### src/rtl/mips_boot_loader.sv
// UART (8N1) boot loader: writes a framed, checksummed image into mips_sys memory and holds the system in reset until it is accepted.
// Latency: mem_we one cycle after the 4th byte of a word; backpressure: none, the serial line cannot be stalled.
module mips_boot_loader #(
    parameter int          CLK_DIV  = 434,
    parameter int          ADDR_W   = 12,
    parameter logic [7:0]  HDR_BYTE = 8'hA5
) (
    input  logic              clk,
    input  logic              rst,
    input  logic              boot_rxd,
    output logic              mem_we,
    output logic [ADDR_W-1:0] mem_addr,
    output logic [31:0]       mem_wdata,
    output logic              sys_rst_o,
    output logic              boot_done,
    output logic              boot_err
);

    localparam int              CNT_W     = $clog2(CLK_DIV + 1);
    localparam logic [CNT_W-1:0] HALF_LAST = CNT_W'(CLK_DIV / 2 - 1);
    localparam logic [CNT_W-1:0] FULL_LAST = CNT_W'(CLK_DIV - 1);
    localparam logic [32:0]      MAX_WORDS = 33'd1 << ADDR_W;

    typedef enum logic [1:0] {RX_IDLE, RX_START, RX_DATA, RX_STOP} rx_state_t;
    typedef enum logic [2:0] {
        S_WAIT_HDR, S_LEN_HI, S_LEN_LO, S_DATA, S_CSUM, S_RUN, S_ERROR
    } state_t;

    // ---------------- receive line synchroniser ----------------
    logic rxd_s1_q, rxd_s2_q, rxd_s3_q;

    always_ff @(posedge clk or negedge rst) begin
        if (!rst) begin
            rxd_s1_q <= 1'b1;
            rxd_s2_q <= 1'b1;
            rxd_s3_q <= 1'b1;
        end else begin
            rxd_s1_q <= boot_rxd;
            rxd_s2_q <= rxd_s1_q;
            rxd_s3_q <= rxd_s2_q;
        end
    end

    // ---------------- bit sampler ----------------
    rx_state_t        rx_state_q, rx_state_d;
    logic [CNT_W-1:0] rx_cnt_q, rx_cnt_d;
    logic [2:0]       rx_bit_q, rx_bit_d;
    logic [7:0]       rx_shift_q, rx_shift_d;
    logic             byte_vld_q, byte_vld_d;
    logic             frame_err_q, frame_err_d;

    always_ff @(posedge clk or negedge rst) begin
        if (!rst) begin
            rx_state_q  <= RX_IDLE;
            rx_cnt_q    <= '0;
            rx_bit_q    <= '0;
            rx_shift_q  <= '0;
            byte_vld_q  <= 1'b0;
            frame_err_q <= 1'b0;
        end else begin
            rx_state_q  <= rx_state_d;
            rx_cnt_q    <= rx_cnt_d;
            rx_bit_q    <= rx_bit_d;
            rx_shift_q  <= rx_shift_d;
            byte_vld_q  <= byte_vld_d;
            frame_err_q <= frame_err_d;
        end
    end

    always_comb begin
        rx_state_d  = rx_state_q;
        rx_cnt_d    = rx_cnt_q + 1'b1;
        rx_bit_d    = rx_bit_q;
        rx_shift_d  = rx_shift_q;
        byte_vld_d  = 1'b0;
        frame_err_d = 1'b0;
        case (rx_state_q)
            RX_IDLE: begin
                rx_cnt_d = '0;
                if (rxd_s3_q && !rxd_s2_q) rx_state_d = RX_START;
            end
            RX_START: begin
                // mid-start re-check rejects glitches shorter than half a bit
                if (rx_cnt_q == HALF_LAST) begin
                    rx_cnt_d   = '0;
                    rx_bit_d   = '0;
                    rx_state_d = rxd_s2_q ? RX_IDLE : RX_DATA;
                end
            end
            RX_DATA: begin
                if (rx_cnt_q == FULL_LAST) begin
                    rx_cnt_d   = '0;
                    rx_shift_d = {rxd_s2_q, rx_shift_q[7:1]};
                    rx_bit_d   = rx_bit_q + 1'b1;
                    if (rx_bit_q == 3'd7) rx_state_d = RX_STOP;
                end
            end
            RX_STOP: begin
                if (rx_cnt_q == FULL_LAST) begin
                    rx_cnt_d    = '0;
                    byte_vld_d  = rxd_s2_q;
                    frame_err_d = !rxd_s2_q;
                    rx_state_d  = RX_IDLE;
                end
            end
            default: rx_state_d = RX_IDLE;
        endcase
    end

    // ---------------- frame parser ----------------
    state_t            state_q, state_d;
    logic [15:0]       len_q, len_d;
    logic [ADDR_W-1:0] mem_addr_q, mem_addr_d;
    logic [31:0]       mem_wdata_q, mem_wdata_d;
    logic [1:0]        byte_cnt_q, byte_cnt_d;
    logic [7:0]        sum_q, sum_d;
    logic              mem_we_q, mem_we_d;
    logic              boot_done_q, boot_done_d;
    logic              boot_err_q, boot_err_d;
    logic              sys_rst_q, sys_rst_d;
    logic [15:0]       n_words;
    logic              last_word;

    assign n_words   = {len_q[15:8], rx_shift_q};
    assign last_word = ({{(33-ADDR_W){1'b0}}, mem_addr_q} == ({17'd0, len_q} - 33'd1));

    always_ff @(posedge clk or negedge rst) begin
        if (!rst) begin
            state_q     <= S_WAIT_HDR;
            len_q       <= '0;
            mem_addr_q  <= '0;
            mem_wdata_q <= '0;
            byte_cnt_q  <= '0;
            sum_q       <= '0;
            mem_we_q    <= 1'b0;
            boot_done_q <= 1'b0;
            boot_err_q  <= 1'b0;
            sys_rst_q   <= 1'b0;
        end else begin
            state_q     <= state_d;
            len_q       <= len_d;
            mem_addr_q  <= mem_addr_d;
            mem_wdata_q <= mem_wdata_d;
            byte_cnt_q  <= byte_cnt_d;
            sum_q       <= sum_d;
            mem_we_q    <= mem_we_d;
            boot_done_q <= boot_done_d;
            boot_err_q  <= boot_err_d;
            sys_rst_q   <= sys_rst_d;
        end
    end

    always_comb begin
        state_d     = state_q;
        len_d       = len_q;
        mem_addr_d  = mem_addr_q;
        mem_wdata_d = mem_wdata_q;
        byte_cnt_d  = byte_cnt_q;
        sum_d       = sum_q;
        mem_we_d    = 1'b0;
        boot_done_d = boot_done_q;
        boot_err_d  = boot_err_q;
        sys_rst_d   = (state_q == S_RUN);
        // the address steps after each pulse except the final word, which leaves DATA
        if (mem_we_q && state_q == S_DATA) mem_addr_d = mem_addr_q + 1'b1;
        if (frame_err_q && state_q != S_RUN && state_q != S_WAIT_HDR) begin
            state_d    = S_ERROR;
            boot_err_d = 1'b1;
        end else if (byte_vld_q) begin
            case (state_q)
                S_WAIT_HDR, S_ERROR: begin
                    if (rx_shift_q == HDR_BYTE) begin
                        state_d    = S_LEN_HI;
                        boot_err_d = 1'b0;
                    end
                end
                S_LEN_HI: begin
                    len_d   = {rx_shift_q, 8'h00};
                    state_d = S_LEN_LO;
                end
                S_LEN_LO: begin
                    len_d      = n_words;
                    mem_addr_d = '0;
                    byte_cnt_d = '0;
                    sum_d      = '0;
                    if ({17'd0, n_words} > MAX_WORDS) begin
                        state_d    = S_ERROR;
                        boot_err_d = 1'b1;
                    end else if (n_words == 16'd0) begin
                        state_d = S_CSUM;
                    end else begin
                        state_d = S_DATA;
                    end
                end
                S_DATA: begin
                    mem_wdata_d = {mem_wdata_q[23:0], rx_shift_q};
                    sum_d       = sum_q + rx_shift_q;
                    byte_cnt_d  = byte_cnt_q + 1'b1;
                    if (byte_cnt_q == 2'd3) begin
                        mem_we_d = 1'b1;
                        if (last_word) state_d = S_CSUM;
                    end
                end
                S_CSUM: begin
                    if (rx_shift_q == sum_q) begin
                        state_d     = S_RUN;
                        boot_done_d = 1'b1;
                    end else begin
                        state_d    = S_ERROR;
                        boot_err_d = 1'b1;
                    end
                end
                default: ;
            endcase
        end
    end

    assign mem_we    = mem_we_q;
    assign mem_addr  = mem_addr_q;
    assign mem_wdata = mem_wdata_q;
    assign sys_rst_o = sys_rst_q;
    assign boot_done = boot_done_q;
    assign boot_err  = boot_err_q;

endmodule

### config.mk
export PLATFORM = sky130hd
export DESIGN_NAME = mips_boot_loader
export DESIGN_NICKNAME = d
export VERILOG_FILES = /design/src/rtl/mips_boot_loader.sv
export SDC_FILE = /design/constraint.sdc
export NUM_CORES = 1
export LEC_CHECK = 0
export CAP_MARGIN = 10
export CELL_PAD_IN_SITES_DETAIL_PLACEMENT = 0
export CELL_PAD_IN_SITES_GLOBAL_PLACEMENT = 1
export CORE_MARGIN = 5
export CORE_UTILIZATION = 40
export DETAILED_ROUTE_END_ITERATION = 7
export GPL_TIMING_DRIVEN = 0
export PLACE_DENSITY_LB_ADDON = 0.15
export SLEW_MARGIN = 20
export SYNTH_ARGS = -nofsm -noshare
export SYNTH_HDL_FRONTEND = slang
export SYNTH_SLANG_ARGS = --single-unit
### constraint.sdc
create_clock -name clk -period 2.6 [get_ports clk]
set_input_delay 0.26 -clock clk [delete_from_list [all_inputs] [get_ports clk]]
set_output_delay 0.26 -clock clk [all_outputs]
set_load 0.03 [all_outputs]
==> impl_metrics.tcl, run 1 <==
set metrics [dict create \
    core_area_sq_um 13100 \
    synth-seq-area-share_pct 48.8 \
    grt_pass1_vias 4291 \
    final_nets 671 \
    antenna_left 0 \
    comb_power_share_pct 5.8 \
    path_clk_slew_ps 60 \
    drt_wl_total_um 12700 \
    clockPowerShare_pct 43.6 \
    leakagePower_nw 3.14 \
    synth_edf_count 0 \
    cp_cell_sequence "inv_1 -> ha_4 -> xor2_2 -> o31a_2 -> or4_4 -> nor4_4 -> o21ai_0 -> a2bb2oi_2" \
    ctsRootBufferMaster "clkbuf_16" \
    slew_violations 0 \
    intPower_mw 2.67 \
    power_frac_seq_pct 50.7 \
    antenna_found_initial 0 \
    ys_warn_count 0 \
    powerDensity_nw_per_um2 523 \
    status "finished, final reports clean" \
    fin_util_pct 50.7 \
    worstPathRequired_ps 2870 \
    worst_pin_slew_ps 827 \
    syn-num-nets 603 \
    ys_seq_elements 104 \
    finalPower_mw 3.48 \
    dp_hpwl_um 9000 \
    use_met3_pct 4.48 \
    swShare_pct 23.2 \
    first_iter_violations 256 \
    rsz0062_at_grt "yes" \
    min_period_over_period_pct 98.7 \
    ir_drop_mv 0.388 \
    via_per_inst 5.25 \
    grt.busiest_layer "met2" \
    finalCriticalPeriod_ps 2570 \
    setup_viol 0 \
    die_y_um 126 \
    pin_count 51 \
    synth_area_sq_um 5340 \
    initial_core_util_pct 40.6 \
    fin_hold_ws_ps 322 \
    synthCells 584 \
    fmax_mhz 390 \
    final_area_sq_um 6660 \
    clock_latency_ps 350 \
    grt.total_usage_pct 16.7 \
    path_max_fanout 5 \
    startpoint_type "register" \
    grt_first_pass_wirelength_um 21600 \
    post_drt_wl_per_cell_um 15.3 \
    post_synth_num_cell_types 63 \
    cts_tree "built" \
    switchingPower_mw 0.807 \
    die_area_sq_um 15800 \
    clk_path_buf_depth 2 \
    grt_max_degree 80 \
    critPathSlowestCell "or4_4" \
    met2_usage_pct 25.6 \
    skew_ps 9.21 \
    grt_overflow_total 0 \
    cts_max_level 3 \
    startpoint "len_q[1]$_DFFE_PN0P_" \
    grt_use_met1_pct 23.1 \
    cts.sink_count 104 \
    syn_avg_cell_area_sq_um 9.14 \
    final_hold_viol_count 0 \
    min_path_type "in -> reg" \
    tns_ps 0 \
    port-buffer-count 50 \
    first_pass_iters 4 \
    worst-setup-path-type "reg -> reg" \
    ys_async_sr_fraction_pct 100 \
    relSlewSlack_pct 44.2 \
    num_antenna_cells 0 \
    vias 4375 \
    r2r-start "len_q[1]$_DFFE_PN0P_" \
    synth_top_flop_cell "dfrtp_1" \
    die_x_um 126 \
    hp-start "boot_rxd" \
    areaGrowthSynthToFinish_pct 24.7 \
    worst_ep_arrival_time_ps 2840 \
    placed_area_sq_um 6090 \
    worstSetupEndpointType "register" \
    drive_gt1_share_pct 11.3 \
    max_stage_delay_ps 540 \
    rows 42 \
    drc 0 \
    numCtsBuffers 9 \
    gp_congestion 0.833 \
    drv_cap 0 \
]
-- registers in the layout (all words and copies together), names as in the netlist, named ones only --
signal       flops
rx_shift_q       8
rx_cnt_q         9
byte_vld_q       1
mem_wdata       32
byte_cnt_q       2
boot_done        1
rx_bit_q         3
rxd_s2_q         1
state_q          3
boot_err         1
rx_state_q       1
frame_err_q      1
rxd_s1_q         1
len_q           16
sys_rst_o        1
rxd_s3_q         1
sum_q            8
mem_addr        12
mem_we           1
-- worst paths after layout --
path | cells after the start | end | slack, ps
worst min register to register | 0 | rxd_s2_q$_DFF_PN1_ | 360
worst min-delay path | 1 | rxd_s1_q$_DFF_PN1_ | 320
min in group asynchronous | 2 | mem_addr[5]$_DFF_PN0_ | 330
worst max register to register | 8 | state_q[2]$_DFFE_PN0P_ | 30
worst max-delay path | 8 | state_q[2]$_DFFE_PN0P_ | 30
max in group asynchronous | 3 | len_q[0]$_DFFE_PN0P_ | 1590
-- cells in the final DEF (no fill, tap or decap), types with 11 or more instances in the layout --
cell type / n
a21oi_1: 16
and3_1: 11
clkbuf_1: 23
clkdlybuf4s50_1: 49
dfrtp_1: 91
ha_1: 14
inv_1: 13
nand2_1: 156
nand3_1: 17
nor2_1: 38
o21ai_0: 25
xnor2_1: 18
xor2_1: 19
-- per-stage QoR --
stage          setup slack, ps  cells
2_1_floorplan              189    584
3_3_place_gp             -2750    810
3_5_place_dp              -139    811
4_1_cts                   13.2    834
5_1_grt                  -34.6    833
6_report                  33.3    833
-- power by group through the flow --
stage | registers [mW] | clock network (mW) | logic (mW)
2_1_floorplan | 1.77 | 0 | 0.138
3_3_place_gp | 1.79 | 0 | 0.188
3_5_place_dp | 1.79 | 0 | 0.205
4_1_cts | 1.76 | 1.58 | 0.207
5_1_grt | 1.77 | 1.64 | 0.237
6_report | 1.76 | 1.52 | 0.201
-- worst max-delay path: cells and delay by family (launching register included) --
kind | cells | cell delay, ps
flops | 1 | 430
fa+ha+maj | 1 | 180
xor+xnor | 1 | 150
buf+inv | 1 | 90
compound gates | 3 | 680
simple gates | 2 | 960
-- Yosys cell counts, types with 3 or more instances --
cell type,n,share of area (%)
nor3_1,10,0.94
nand4_1,6,0.70
o21bai_1,3,0.42
dfstp_2,3,1.5
nand2_1,156,11
a21oi_1,16,1.5
o31ai_1,3,0.42
buf_2,3,0.28
nor4_1,9,1.1
nand3_1,17,1.6
nor2_1,40,2.8
xor2_1,20,3.3
nand4b_1,5,0.82
and3_1,11,1.3
a21o_1,4,0.56
clkbuf_1,25,1.8
a22o_1,10,1.6
a31oi_1,3,0.35
nand2b_1,4,0.47
o21ai_0,26,2.4
or3_1,3,0.35
mux2i_1,3,0.56
o211ai_1,3,0.42
nor2b_1,5,0.59
dfrtp_1,101,47
ha_1,15,3.5
xnor2_1,18,3.0
inv_1,13,0.91
-- what timing repair did --
item	4_1_cts	5_1_grt
buffers inserted	7	1
setup endpoints to repair	3	4
pin swaps	2	7
hold buffers	1	0
endpoints found under the hold margin	22	0
resized for setup	17	26
-- final cells by class --
class | count | area [sq um]
fill | 1269 | 6480
multi-input combinational | 437 | 2720
sequential | 104 | 2620
timing repair buffer | 60 | 599
clock buffer | 11 | 253
tap | 176 | 220
buffer | 26 | 110
clock inverter | 5 | 86.3
inverter | 14 | 52.6
-- logic make-up after synthesis --
family	count (synthesis)	share of synthesized area, %
adder cells (fa/ha/maj)	16	3.89
buffers and inverters	43	3.12
XOR/XNOR	38	6.24
AO/OA/AOI/OAI	94	12.3
AND/OR/NAND/NOR	286	25.1
flip-flops	104	48.8
multiplexers	3	0.563
-- metal layers --
layer	vias to the layer above	share of wire, %
li1	2150	-
met1	2131	47
met2	82	47
met3	12	5.0
met4	0	1.1
met5	-	0
(Power assumes the default switching activity.)
==> inputs of run 2 (changes only) <==
--- a/config.mk
+++ b/config.mk
@@ -9,7 +9,7 @@
 export CELL_PAD_IN_SITES_DETAIL_PLACEMENT = 0
 export CELL_PAD_IN_SITES_GLOBAL_PLACEMENT = 1
 export CORE_MARGIN = 5
-export CORE_UTILIZATION = 40
+export CORE_UTILIZATION = 35
 export DETAILED_ROUTE_END_ITERATION = 7
 export GPL_TIMING_DRIVEN = 0
 export PLACE_DENSITY_LB_ADDON = 0.15
==> impl_metrics.tcl, run 2 (same netlist as run 1, synthesis figures left out) <==
set metrics [dict create \
    worstPathRequired_ps 2860 \
    dp_hpwl_um 9410 \
    min_period_over_period_pct 99.9 \
    vias 4353 \
    reg2reg_depth 8 \
    leakagePower_nw 3.13 \
    final_nets 673 \
    path_max_fanout 6 \
    whs_path_depth 1 \
    die_y_um 133 \
    r2r-start "len_q[9]$_DFFE_PN0P_" \
    antenna_found_initial 0 \
    reg2reg_slack_ps 3 \
    die_area_sq_um 17800 \
    finalCriticalPeriod_ps 2600 \
    initial_core_util_pct 35.4 \
    nFillCells 1473 \
    first_iter_violations 266 \
    layout_common_cells "nand2_1 (156), dfrtp_1 (93), clkdlybuf4s50_1 (49)" \
    finalPower_mw 3.37 \
    rows 45 \
    drive_gt1_share_pct 10.9 \
    skew_ps 4.03 \
    dp.cells 823 \
    worst-setup-path-type "reg -> reg" \
    hold_end "rxd_s1_q$_DFF_PN1_" \
    fin_hold_ws_ps 309 \
    num_antenna_cells 0 \
    worstSetupEndpointType "register" \
    drc 0 \
    register_area_sq_um 2620 \
    cts_tree "built" \
    grt_pass1_vias 4222 \
    path_clk_slew_ps 70 \
    min_path_type "in -> reg" \
    r2r_end "state_q[0]$_DFFE_PN0P_" \
    gp_congestion 0.814 \
    fin_util_pct 44.1 \
    drv_cap 0 \
    grt_first_pass_wirelength_um 22300 \
    status "finished, final reports clean" \
    die_x_um 133 \
    grt_overflow_total 0 \
    slew_violations 0 \
    grt.total_usage_pct 15.3 \
    clock_latency_ps 350 \
    tns_ps 0 \
    final_common_cell "nand2_1" \
    ctsRootBufferMaster "clkbuf_16" \
    layoutNonFillerInstCount 847 \
    largest_reg_flops 32 \
    antenna_left 0 \
    drt_wl_total_um 13400 \
    numCtsBuffers 9 \
    core_area_sq_um 15100 \
    post_drt_wl_per_cell_um 15.8 \
    port-buffer-count 50 \
    via_per_inst 5.14 \
    worst_ep_arrival_time_ps 2860 \
    grt_max_degree 79 \
    cts_max_level 3 \
    final_hold_viol_count 0 \
    ir_drop_mv 0.331 \
    areaGrowthSynthToFinish_pct 24.7 \
    fmax_mhz 385 \
    multi_input_area_sq_um 2720 \
    setup_viol 0 \
    startpoint_type "register" \
    powerDensity_nw_per_um2 507 \
    first_pass_iters 5 \
    pin_count 51 \
    clk_path_buf_depth 2 \
    relSlewSlack_pct 41.3 \
    cts.sink_count 104 \
    hp-start "boot_rxd" \
    worst_pin_slew_ps 870 \
    rsz0062_at_grt "yes" \
]
-- run 2: changes by cell type in the layout (fill, tap and decap cells not counted), moves of 2 or more --
cell | before | now
clkbuf_1 | 23 | 25
clkbuf_8 | 2 | 0
dfrtp_1 | 91 | 93
dfrtp_2 | 10 | 8
inv_1 | 13 | 11
inv_2 | 0 | 2
inv_8 | 0 | 2
-- run 2: timing repair --
| action | 4_1_cts | 5_1_grt |
|---|---|---|
| hold endpoints to repair | 23 | 0 |
| gates cloned | 0 | 0 |
| setup endpoints to repair | 3 | 56 |
| pin swaps | 5 | 5 |
| resized for setup | 24 | 17 |
| hold buffers | 1 | 0 |
| setup buffers | 6 | 4 |
-- run 2: area by class of cell --
| class | instances | area share [%] |
|---|---|---|
| buffer | 27 | 1.77 |
| inverter | 14 | 0.790 |
| tap | 188 | 3.54 |
| clock inverter | 6 | 1.17 |
| multi-input combinational | 437 | 40.9 |
| timing repair buffer | 61 | 9.12 |
| sequential | 104 | 39.3 |
| clock buffer | 10 | 3.44 |
-- run 2: report_power, final --
group | leakage, nW | internal, mW | switching [mW]
logic | 1.57 | 0.0872 | 0.110
clock network | 0.147 | 0.765 | 0.647
registers | 1.41 | 1.68 | 0.0800
total | 3.13 | 2.53 | 0.837
-- run 2: metal layers --
layer	vias to the layer above	GRT usage, %	wire [um]
met4	0	4.80	178
met5	-	0	0
met3	11	2.34	457
met1	2117	22.3	6640
li1	2155	-	-
met2	70	23.5	6080
-- run 2: how the worst max path moves through the flow --
| stage | slack, ps | to | cells past startpoint | from |
|---|---|---|---|---|
| 2_1_floorplan | 190 | state_q[0]$_DFFE_PN0P_ | 8 | len_q[0]$_DFFE_PN0P_ |
| 3_3_place_gp | -2850 | rx_cnt_q[6]$_DFF_PN0_ | 1 | rst |
| 3_5_place_dp | -300 | state_q[0]$_DFFE_PN0P_ | 7 | len_q[2]$_DFFE_PN0P_ |
| 4_1_cts | -30 | state_q[0]$_DFFE_PN0P_ | 9 | len_q[3]$_DFFE_PN0P_ |
| 5_1_grt | -100 | state_q[0]$_DFFE_PN0P_ | 9 | len_q[3]$_DFFE_PN0P_ |
| 6_report | 3 | state_q[0]$_DFFE_PN0P_ | 8 | len_q[9]$_DFFE_PN0P_ |
-- run 2: critical path, stage by stage (launching register included) --
cell,delay [ps]
dfrtp_1,450
or3_4,430
or4_4,520
mux2i_4,170
a221o_1,180
nor4_4,60
buf_4,170
or2_2,280
a221oi_2,240
-- run 2: metrics by stage --
stage / worst slack [ps] / area (sq um)
final: 3.43 / 6650
after global routing: -96.6 / 6650
after CTS: -31.4 / 6550
after detailed placement: -303 / 6100
after global placement: -2850 / 6070
after floorplan: 189 / 5340
==> inputs of run 3 (changes only) <==
==> constraint.sdc (replaced) <==
create_clock -name clk -period 3.1 [get_ports clk]
set_input_delay 0.31 -clock clk [delete_from_list [all_inputs] [get_ports clk]]
set_output_delay 0.31 -clock clk [all_outputs]
set_load 0.03 [all_outputs]
==> impl_metrics.tcl, run 3 (same netlist as run 1, synthesis figures left out) <==
set metrics [dict create \
    startpoint_type "register" \
    path_clk_slew_ps 70 \
    first_pass_iters 4 \
    ir_drop_mv 0.277 \
    setup_viol 0 \
    die_area_sq_um 17800 \
    hold_end "rxd_s1_q$_DFF_PN1_" \
    path_max_fanout 7 \
    skew_ps 4.73 \
    final_area_sq_um 6430 \
    first_iter_violations 307 \
    min_path_type "in -> reg" \
    whs_path_depth 1 \
    post-cts-setup-buffer-count 0 \
    finalPower_mw 2.82 \
    drv_cap 0 \
    die_x_um 133 \
    cp_cell_sequence "clkbuf_2 -> nor3_1 -> o2111a_1 -> nor4_1 -> nor4_1 -> nor4_4 -> or2_2 -> a221oi_2" \
    multi_input_area_sq_um 2570 \
    tns_ps 0 \
    antenna_found_initial 0 \
    dp_hpwl_um 9410 \
    cts_max_level 3 \
    worstPathRequired_ps 3360 \
    via_per_inst 5.15 \
    reg2reg_slack_ps 260 \
    grt_first_pass_wirelength_um 22000 \
    num_antenna_cells 0 \
    rows 45 \
    worstSetupEndpointType "register" \
    hp-start "boot_rxd" \
    vias 4322 \
    final_nets 666 \
    crit_family "simple AND/OR/NAND/NOR gates" \
    rsz0062_at_grt "no" \
    die_y_um 133 \
    clk_path_buf_depth 2 \
    drive_gt1_share_pct 5.83 \
    numCtsBuffers 9 \
    setup_slack_ps 262 \
    relSlewSlack_pct 36.7 \
    areaGrowthSynthToFinish_pct 20.4 \
    grt_max_degree 79 \
    gp_congestion 0.814 \
    crit_buf_inv 1 \
    crit_path_frequent_cell "nor4_1" \
    min_period_over_period_pct 91.6 \
    status "finished, final reports clean" \
    ctsRootBufferMaster "clkbuf_16" \
    grt_overflow_total 0 \
    clock_latency_ps 350 \
    drt_wl_total_um 13100 \
    layout_common_cells "nand2_1 (156), dfrtp_1 (101), clkdlybuf4s50_1 (49)" \
    slew_violations 0 \
    nFillCells 1487 \
    placed_area_sq_um 6100 \
    grt.total_usage_pct 15.2 \
    post_drt_wl_per_cell_um 15.7 \
    pre_cts_slack_ps 197 \
    final_hold_viol_count 0 \
    reg2reg_depth 8 \
    worst_ep_arrival_time_ps 3100 \
    final_common_cell "nand2_1" \
    drc 0 \
    cts_tree "built" \
    finalCriticalPeriod_ps 2840 \
    critPathSlowestCell "nor3_1" \
    initial_core_util_pct 35.4 \
    port-buffer-count 50 \
    worst_pin_slew_ps 942 \
    antenna_left 0 \
    r2r_end "state_q[0]$_DFFE_PN0P_" \
    worst-setup-path-type "reg -> reg" \
    max_stage_delay_ps 630 \
    leakagePower_nw 3.06 \
    core_area_sq_um 15100 \
    cts.sink_count 104 \
    r2r-start "len_q[8]$_DFFE_PN0P_" \
    register_area_sq_um 2610 \
    pin_count 51 \
    powerDensity_nw_per_um2 440 \
    largest_reg_flops 32 \
    fmax_mhz 352 \
    grt_pass1_vias 4142 \
    crit_cells 8 \
]
==> run 3: metal layers <==
layer	up-vias	routed length [um]	global-route usage [%]
met4	0	189	4.80
met1	2096	6610	22.4
met2	74	5880	22.9
met3	12	465	2.34
li1	2140	-	-
met5	-	0	0
==> run 3: stage by stage <==
step                      std cells  util, %  hold slack, ps
after floorplan                 584        -            14.4
after global placement          822     40.2             350
after detailed placement        823     40.4             200
after CTS                       840     42.5             350
after global routing            840     42.6             342
final                           840     42.6             358
==> run 3: area by class of cell <==
cell class	count	share of cell area (%)
sequential	104	40.5
multi-input combinational	437	40.0
timing repair buffer	52	8.39
tap	188	3.66
clock buffer	10	3.56
buffer	29	1.77
clock inverter	6	1.21
inverter	14	0.818
==> run 3: power by group <==
group	switching (mW)	leakage [nW]	internal, mW
Sequential	0.0657	1.42	1.41
Clock	0.543	0.147	0.642
Combinational	0.0919	1.49	0.0732
==> run 3: worst max-delay path by stage <==
| stage | startpoint | end |
|---|---|---|
| floorplan | len_q[0]$_DFFE_PN0P_ | state_q[0]$_DFFE_PN0P_ |
| CTS | len_q[2]$_DFFE_PN0P_ | state_q[0]$_DFFE_PN0P_ |
| global route | len_q[8]$_DFFE_PN0P_ | state_q[0]$_DFFE_PN0P_ |
| global placement | rst | rx_cnt_q[6]$_DFF_PN0_ |
| detailed placement | len_q[2]$_DFFE_PN0P_ | state_q[0]$_DFFE_PN0P_ |
| finish | len_q[8]$_DFFE_PN0P_ | state_q[0]$_DFFE_PN0P_ |
==> run 3: timing repair <==
item	in CTS	in global routing
hold buffers	1	0
setup endpoints to repair	0	1
hold endpoints to repair	23	0
resized for setup	0	2
